===== src/rtl/microcode_step_controller.sv =====
// Run/halt/single-step controller that sits beside a microcode sequencer.
// Accepts STOP/RUN/USTEP/ISTEP commands and counts completed instructions.
module microcode_step_controller #(
    parameter bit RESET_HALTED = 1'b0
) (
    input  logic        clk4,
    input  logic        reset,
    input  logic [1:0]  cmd,
    input  logic        cmd_valid,
    output logic        cmd_ready,
    input  logic        nend,
    input  logic        nws,
    input  logic        fpfetch,
    output logic        nhalt,
    output logic        halted,
    output logic        step_done,
    output logic        cmd_err,
    output logic [15:0] instr_count
);

    typedef enum logic [2:0] {
        ST_HALTED      = 3'd0,
        ST_RUN         = 3'd1,
        ST_USTEP       = 3'd2,
        ST_ISTEP_END   = 3'd3,
        ST_ISTEP_FETCH = 3'd4
    } state_e;

    localparam logic [1:0] CMD_STOP  = 2'd0;
    localparam logic [1:0] CMD_RUN   = 2'd1;
    localparam logic [1:0] CMD_USTEP = 2'd2;
    localparam logic [1:0] CMD_ISTEP = 2'd3;

    state_e      state_q, state_d;
    logic        nhalt_q, nhalt_d;
    logic        step_done_q, step_done_d;
    logic        cmd_err_q, cmd_err_d;
    logic [15:0] instr_count_q, instr_count_d;
    logic        cmd_accept_s;
    logic        instr_done_s;

    assign cmd_ready    = (state_q == ST_HALTED) || (state_q == ST_RUN);
    assign halted       = (state_q == ST_HALTED);
    assign nhalt        = nhalt_q;
    assign step_done    = step_done_q;
    assign cmd_err      = cmd_err_q;
    assign instr_count  = instr_count_q;
    assign cmd_accept_s = cmd_valid && cmd_ready;
    // An instruction retires whenever the sequencer is released and ends without a wait state.
    assign instr_done_s = (state_q != ST_HALTED) && !nend && nws;

    // Next-state, registered-output and counter logic.
    always_comb begin
        state_d       = state_q;
        step_done_d   = 1'b0;
        cmd_err_d     = 1'b0;
        case (state_q)
            ST_HALTED: begin
                if (cmd_accept_s) begin
                    case (cmd)
                        CMD_RUN:   state_d = ST_RUN;
                        CMD_USTEP: state_d = ST_USTEP;
                        CMD_ISTEP: state_d = ST_ISTEP_END;
                        default:   state_d = ST_HALTED;
                    endcase
                end else begin
                    state_d = ST_HALTED;
                end
            end
            ST_RUN: begin
                if (cmd_accept_s) begin
                    case (cmd)
                        CMD_STOP:  state_d = ST_HALTED;
                        CMD_RUN:   state_d = ST_RUN;
                        default: begin
                            state_d   = ST_RUN;
                            cmd_err_d = 1'b1;
                        end
                    endcase
                end else begin
                    state_d = ST_RUN;
                end
            end
            ST_USTEP: begin
                if (nws) begin
                    state_d     = ST_HALTED;
                    step_done_d = 1'b1;
                end else begin
                    state_d = ST_USTEP;
                end
            end
            ST_ISTEP_END: begin
                if (!nend && nws) begin
                    state_d = ST_ISTEP_FETCH;
                end else begin
                    state_d = ST_ISTEP_END;
                end
            end
            ST_ISTEP_FETCH: begin
                if (!fpfetch) begin
                    state_d     = ST_HALTED;
                    step_done_d = 1'b1;
                end else begin
                    state_d = ST_ISTEP_FETCH;
                end
            end
            default: begin
                state_d = ST_HALTED;
            end
        endcase
        nhalt_d = (state_d != ST_HALTED);
        if (instr_done_s) begin
            instr_count_d = instr_count_q + 16'd1;
        end else begin
            instr_count_d = instr_count_q;
        end
    end

    // State and output registers; reset wins over any command or step in flight.
    always_ff @(posedge clk4) begin
        if (reset) begin
            state_q       <= RESET_HALTED ? ST_HALTED : ST_RUN;
            nhalt_q       <= !RESET_HALTED;
            step_done_q   <= 1'b0;
            cmd_err_q     <= 1'b0;
            instr_count_q <= 16'd0;
        end else begin
            state_q       <= state_d;
            nhalt_q       <= nhalt_d;
            step_done_q   <= step_done_d;
            cmd_err_q     <= cmd_err_d;
            instr_count_q <= instr_count_d;
        end
    end

endmodule


===== config.mk =====
export PLATFORM = sky130hd
export DESIGN_NAME = microcode_step_controller
export DESIGN_NICKNAME = d
export VERILOG_FILES = /design/src/rtl/microcode_step_controller.sv
export SDC_FILE = /design/constraint.sdc
export NUM_CORES = 1
export LEC_CHECK = 0
export CAP_MARGIN = 30
export CELL_PAD_IN_SITES_DETAIL_PLACEMENT = 1
export CELL_PAD_IN_SITES_GLOBAL_PLACEMENT = 1
export CORE_ASPECT_RATIO = 0.8
export CORE_MARGIN = 8
export CORE_UTILIZATION = 38
export CTS_BUF_LIST = sky130_fd_sc_hd__clkbuf_8
export CTS_CLUSTER_DIAMETER = 40
export DETAILED_ROUTE_END_ITERATION = 7
export PLACE_DENSITY = 0.92
export SYNTH_ARGS = -nofsm -noshare
export SYNTH_HDL_FRONTEND = slang
export SYNTH_SLANG_ARGS = --single-unit

===== constraint.sdc =====
create_clock -name clk4 -period 3.15 [get_ports clk4]
set_clock_uncertainty 0.05 [all_clocks]
set_input_delay 0.63 -clock clk4 [delete_from_list [all_inputs] [get_ports clk4]]
set_output_delay 0.63 -clock clk4 [all_outputs]
set_load 0.01 [all_outputs]

==> results of run 1 <==
[cell type report]
class	instances	area (µm²)
well taps	38	47.5
clock buffers	3	41.3
multi-input cells	97	571
repair buffers	29	288
flip-flops and latches	22	440
inverters	2	10.0
clock inverters	1	30.0
fillers	333	1270
[report_power, final]
| group | leakage [nW] | internal, mW | switching [mW] | total, mW |
|---|---|---|---|---|
| logic | 0.267 | 0.0260 | 0.0246 | 0.0507 |
| registers | 0.178 | 0.282 | 0.00667 | 0.289 |
| clock network | 0.0357 | 0.170 | 0.0916 | 0.262 |
[critical path, stage by stage, from the launching register on]
cell and delay [ns]:
dfxtp_1 0.44, or3_4 0.49, inv_4 0.11, clkdlybuf4s50_1 0.55
[sequential cells by signal, indices dropped and copies added (netlist names)]
signal	flops
state_q	3
cmd_err	1
instr_count	16
nhalt	1
step_done	1
[final timing paths]
check / from / end / depth (start not counted) / slack [ns]
worst max-delay path: state_q[2] / halted / 3 / 0.61
worst min-delay path: instr_count[15] / instr_count[15] / 2 / 0.46
worst max register to register: state_q[2] / instr_count[15] / 5 / 1.05
worst min register to register: instr_count[15] / instr_count[15] / 2 / 0.46
[logic make-up after synthesis]
logic type	after synthesis	share of synthesized area [%]
simple gates	63	32.4
buf+inv	7	3.81
xor+xnor	8	6.67
compound gates	24	13.0
mux	1	1.07
flops	22	41.9
fa+ha+maj	1	1.19
[synth_stat cells]
library cell  count  area share, %
dfxtp_1          22             42
xor2_1            3            2.5
a211o_1           1           0.83
a21o_1            1           0.71
a32oi_1           1           0.83
nand4b_1          3            2.5
nor2_1           14            5.0
and4_1            2            1.7
nor3_1            6            2.9
nand4_1           4            2.4
nor4_1            2            1.2
and2_1            1           0.60
nand3_1           6            2.9
and3_1            2            1.2
a22o_1            1           0.83
mux2_2            1            1.1
o21ai_0           9            4.3
or3_4             1            1.1
buf_4             1           0.71
or4_4             1            1.1
a21oi_1           9            4.3
nand2b_1          2            1.2
clkbuf_1          3            1.1
ha_1              1            1.2
or3_1             5            3.0
buf_6             1            1.1
xnor2_1           5            4.2
inv_1             1           0.36
a31oi_1           2            1.2
nand2_1          12            4.3
nor2b_1           1           0.60
inv_4             1           0.60
and4b_1           1           0.95
[routing by layer]
layer	share of wire [%]	GRT usage (%)
met1	46	16.4
met2	49	22.2
met3	4.7	4.49
met4	0.84	2.93
met5	0	0
[stage by stage]
step	setup WS, ns	hold WS, ns	cell area [µm²]	instances
2_1_floorplan	1.19	0.452	1050	126
3_3_place_gp	0.654	0.435	1360	188
3_5_place_dp	0.568	0.444	1360	188
4_1_cts	0.614	0.457	1430	192
5_1_grt	0.532	0.504	1430	192
6_report	0.611	0.457	1430	192
==> results.md, run 1 <==
- Site Rows: 17
- DR vias: 1,047
- Overflow after GRT: 0
- Initial Util: between 30% and 40%
- Worst EP required: approximately 2.5 ns
- HP Class: register to register
- Fin. max-slew vios: 0
- Drt pass-1 iters: 4
- Synth cell types: 33
- Max-cap viol count: 0
- Setup Viol. Count Final: 0
- #FFs+latches synth: 22
- Vias per cell: 5.45
- Root buffer cell: clkbuf_8
- Slew margin rel.: 69.2%
- Count of input and output buffers: 28
- Die height: 63.0 µm
- Hold-fix buffers at CTS: 0
- Reg clk slew, reported paths: 0.08 ns
- Syn_nets: between 100 and 150
- Nets@finish: 164
- Worst slew pin tran: 0.458 ns
- Ant diodes: 0
- Vias in the first global route: about 1,100
- Cell Area, Synth: 0.00105 mm²
- Post-CTS Setup Inserts: 0
- Layout area overhead: 35.8%
- Die area: 0.00472 mm²
- Largest net degree at the start of global routing: 15
- Mapped Cells: 126
- Lkg Pwr: 0.481 nW
- Antenna Nets Post-Route: 0
- Total Power: about 0.60 mW
- Fin. Hold Viols: 0
- TritonCTS buffer count: 3
- Max Fclk: 394 MHz
- Most frequent cells in the layout: 28 x clkdlybuf4s50_1, 22 x dfxtp_1, 14 x nor2_1
- Min Tclk post-route: 2.54 ns
- Worst vdd ir: 0.000390 V
- CTS tree: yes
- Placer congestion estimate: 0.793
- CP Launch Type: register
- I/O pin count: 29
- Remaining DRCs: 0
- PwrDens: 421 mW/mm²
- First-pass GRT wire length: 5090 µm
- Skew-Pair Late Insertion Delay: 0.27 ns
- Warnings, synthesis: 0
- CTS max path bufs: 2
- Die W: 74.8 µm
- H-tree levels: 1
- Total clock sinks: 22
- Worst endpoint data arrival time: 1.86 ns
- Status: complete, no violations
- Post-CTS sizing: 0
- Final wirelength: 2980 µm
- Sequential area share after synthesis: a little over two fifths
- Post-DP HPWL: around 2300 µm
- Crit end category: output pin
- Gr usage total: roughly 14%
- WL/cell: 15.5 µm
- Share of cells above drive strength 1: 5.84%
- Initial antenna violation count: 0
- Sum Neg Setup Slack: 0 ns
- Final core utilization: 52.8%
- DR iter-0 viols: 28
- Crit-path max FO: 11
- RSZ-0062 raised after global routing: no
- Crit Path Class: register to output pin
- Syn_area_per_cell: about 8.3 µm²
- Core area: approximately 0.0027 mm²
- Commonest non-fill, non-tap cell in the layout: clkdlybuf4s50_1
- Final worst-path cycle share: 80.6%
Power figures use the tool's default switching activity.
==> inputs of run 2 (changes only) <==
--- a/config.mk
+++ b/config.mk
@@ -10,11 +10,11 @@
 export CELL_PAD_IN_SITES_GLOBAL_PLACEMENT = 1
 export CORE_ASPECT_RATIO = 0.8
 export CORE_MARGIN = 8
-export CORE_UTILIZATION = 38
+export CORE_UTILIZATION = 35
 export CTS_BUF_LIST = sky130_fd_sc_hd__clkbuf_8
 export CTS_CLUSTER_DIAMETER = 40
 export DETAILED_ROUTE_END_ITERATION = 7
-export PLACE_DENSITY = 0.92
+export PLACE_DENSITY = 0.86
 export SYNTH_ARGS = -nofsm -noshare
 export SYNTH_HDL_FRONTEND = slang
 export SYNTH_SLANG_ARGS = --single-unit
==> constraint.sdc (replaced) <==
create_clock -name clk4 -period 2.6 [get_ports clk4]
set_clock_uncertainty 0.05 [all_clocks]
set_input_delay 0.52 -clock clk4 [delete_from_list [all_inputs] [get_ports clk4]]
set_output_delay 0.52 -clock clk4 [all_outputs]
set_load 0.01 [all_outputs]
==> run 2 against run 1 <==
Against the previous run: first-iteration DRC count is 110% higher; global-route usage is 0.60 points lower; critical path type unchanged; die area is 6.5% higher; utilization is 2.5 points lower; largest power group unchanged; critical endpoint unchanged; combinational power is 26% higher; sequential share of layout area is 0.33 points higher; total power is 3.3% higher; critical path depth stayed put; non-clock buffer count is 2 higher.
==> results.md, run 2 (same netlist as run 1, synthesis figures left out) <==
- DR vias: 1,038
- Root buffer cell: clkbuf_8
- Crit Path Class: register to output pin
- Most frequent cells in the layout: 28 x clkdlybuf4s50_1, 22 x dfxtp_1, 14 x nor2_1
- Crit path depth: 3
- Delay of the slowest critical-path stage: 0.54 ns
- TritonCTS buffer count: 3
- Multi-input combinational cell area: about 570 µm²
- H-tree levels: 1
- Commonest non-fill, non-tap cell in the layout: clkdlybuf4s50_1
- Hold-fix buffers at CTS: 0
- Share of cells above drive strength 1: 6.45%
- Reg clk slew, reported paths: approximately 0.07 ns
- Switching part of the total: 23.0%
- Fin. max-slew vios: 0
- Max reg flops: 16
- Max Fclk: 428 MHz
- Buf+Inv Stages, Crit Path: 2
- Worst EP required: 2.03 ns
- Die area: 0.00502 mm²
- WL/cell: between 15 and 20 µm
- Final worst-path cycle share: 89.8%
- Reg area: 440 µm²
- Core area: 0.00281 mm²
- Die height: approximately 65 µm
- Total Power: 0.621 mW
- Initial antenna violation count: 0
- Status: complete, no violations
- P_sw: 0.143 mW
- Max-cap viol count: 0
- Nets@finish: 166
- Int Pwr: about 0.48 mW
- Worst endpoint data arrival time: 1.76 ns
- Min Tclk post-route: 2.33 ns
- Worst slew pin tran: 0.517 ns
- First-pass GRT wire length: 5330 µm
- R2r setup slk: 0.56 ns
- Reg2reg path depth: 5
- CP cell instances: or3_4, inv_4, clkdlybuf4s50_1
- Comb power frac: approximately 10%
- Total clock sinks: 22
- Slew margin rel.: 65.2%
- Crit-path max FO: 9
- RSZ-0062 raised after global routing: no
- Worst r2r dst: instr_count[15]
- Antenna Nets Post-Route: 0
- Layout area overhead: 34.4%
- Overflow after GRT: 0
- Final Non-Filler Cells: 193
- Placer congestion estimate: 0.841
- Post-CTS Setup Inserts: 0
- Remaining DRCs: 0
- Worst path slowest cell: clkdlybuf4s50_1
- Sum Neg Setup Slack: 0 ns
- Crit path max-delay family: buffers and inverters
- CTS tree: yes
- Clock power share: 33.4%
- Initial Util: 37.4%
- Crit path launch: state_q[0]
- Worst Setup EP: halted
- Fill count: 347
- Largest net degree at the start of global routing: 14
- Die W: 77.3 µm
- PwrDens: 440 mW/mm²
- Hold slack: ~0.45 ns
- Final wirelength: 3140 µm
- Site Rows: 17
- Sequential Power Share: 56.3%
- R2R Path Start: state_q[1]
- Vias per cell: 5.38
- I/O pin count: 29
- HP Class: register to register
- Placed Instances: 190
- Setup Viol. Count Final: 0
- Count of input and output buffers: 28
- Lkg Pwr: 0.477 nW
- Drt pass-1 iters: 4
- Fin. Hold Viols: 0
- Crit end category: output pin
- CTS max path bufs: 2
- CP Launch Type: register
- Gr usage total: about 13%
- DR iter-0 viols: 60
- Ant diodes: 0
- Vias in the first global route: 1,142
- Post-DP HPWL: 2390 µm
- Skew-Pair Late Insertion Delay: 0.26 ns
- Final core utilization: 50.3%
- Post-CTS sizing: 0
- Worst vdd ir: 0.000240 V
==> run 2: cell count changes in the layout (fill, tap and decap cells not counted) <==
| cell | previous run | this run |
|---|---|---|
| buf_4 | 1 | 3 |
| bufinv_16 | 1 | 0 |
==> run 2: worst reg2reg max path: stages (launching register included) <==
cell     delay (ns)
dfxtp_1        0.54
or3_4          0.25
inv_4          0.06
or4_4          0.57
or3_1          0.36
a21oi_1        0.14
==> run 2: through the flow <==
stage | instance area [µm²] | setup slack [ns]
2_1_floorplan | 1050 | 0.749
3_3_place_gp | 1370 | 0.297
3_5_place_dp | 1370 | 0.253
4_1_cts | 1410 | 0.258
5_1_grt | 1410 | 0.205
6_report | 1410 | 0.265
==> run 2: layer usage <==
metal  part of all wire (%)  GRT usage, %  vias to the layer above
li1                       -             -                      514
met1                     44          14.1                      504
met2                     49          22.8                       18
met3                    6.6          5.65                        2
met4                   0.51          2.82                        0
met5                      0             0                        -
==> run 2: worst min-delay path by stage <==
stage	startpoint	to	slack [ns]	cells after the start
6_report	instr_count[15]	instr_count[15]	0.45	2
2_1_floorplan	instr_count[15]	instr_count[15]	0.45	2
3_3_place_gp	instr_count[15]	instr_count[15]	0.42	2
4_1_cts	instr_count[15]	instr_count[15]	0.46	2
5_1_grt	instr_count[15]	instr_count[15]	0.48	2
3_5_place_dp	instr_count[15]	instr_count[15]	0.45	2
==> run 2: area by class of cell <==
type	count	share of cell area (%)
Tap cell	38	3.37
Multi-Input combinational cell	97	40.4
Timing Repair Buffer	31	21.4
Clock buffer	3	2.92
Inverter	2	0.709
Sequential cell	22	31.2
==> run 2: power by group through the flow <==
stage          Combinational (mW)  Sequential (mW)  Clock [mW]
3_3_place_gp               0.0613            0.357           0
4_1_cts                    0.0642            0.349       0.213
2_1_floorplan              0.0320            0.355           0
5_1_grt                    0.0697            0.350       0.228
3_5_place_dp               0.0637            0.357           0
6_report                   0.0639            0.350       0.208
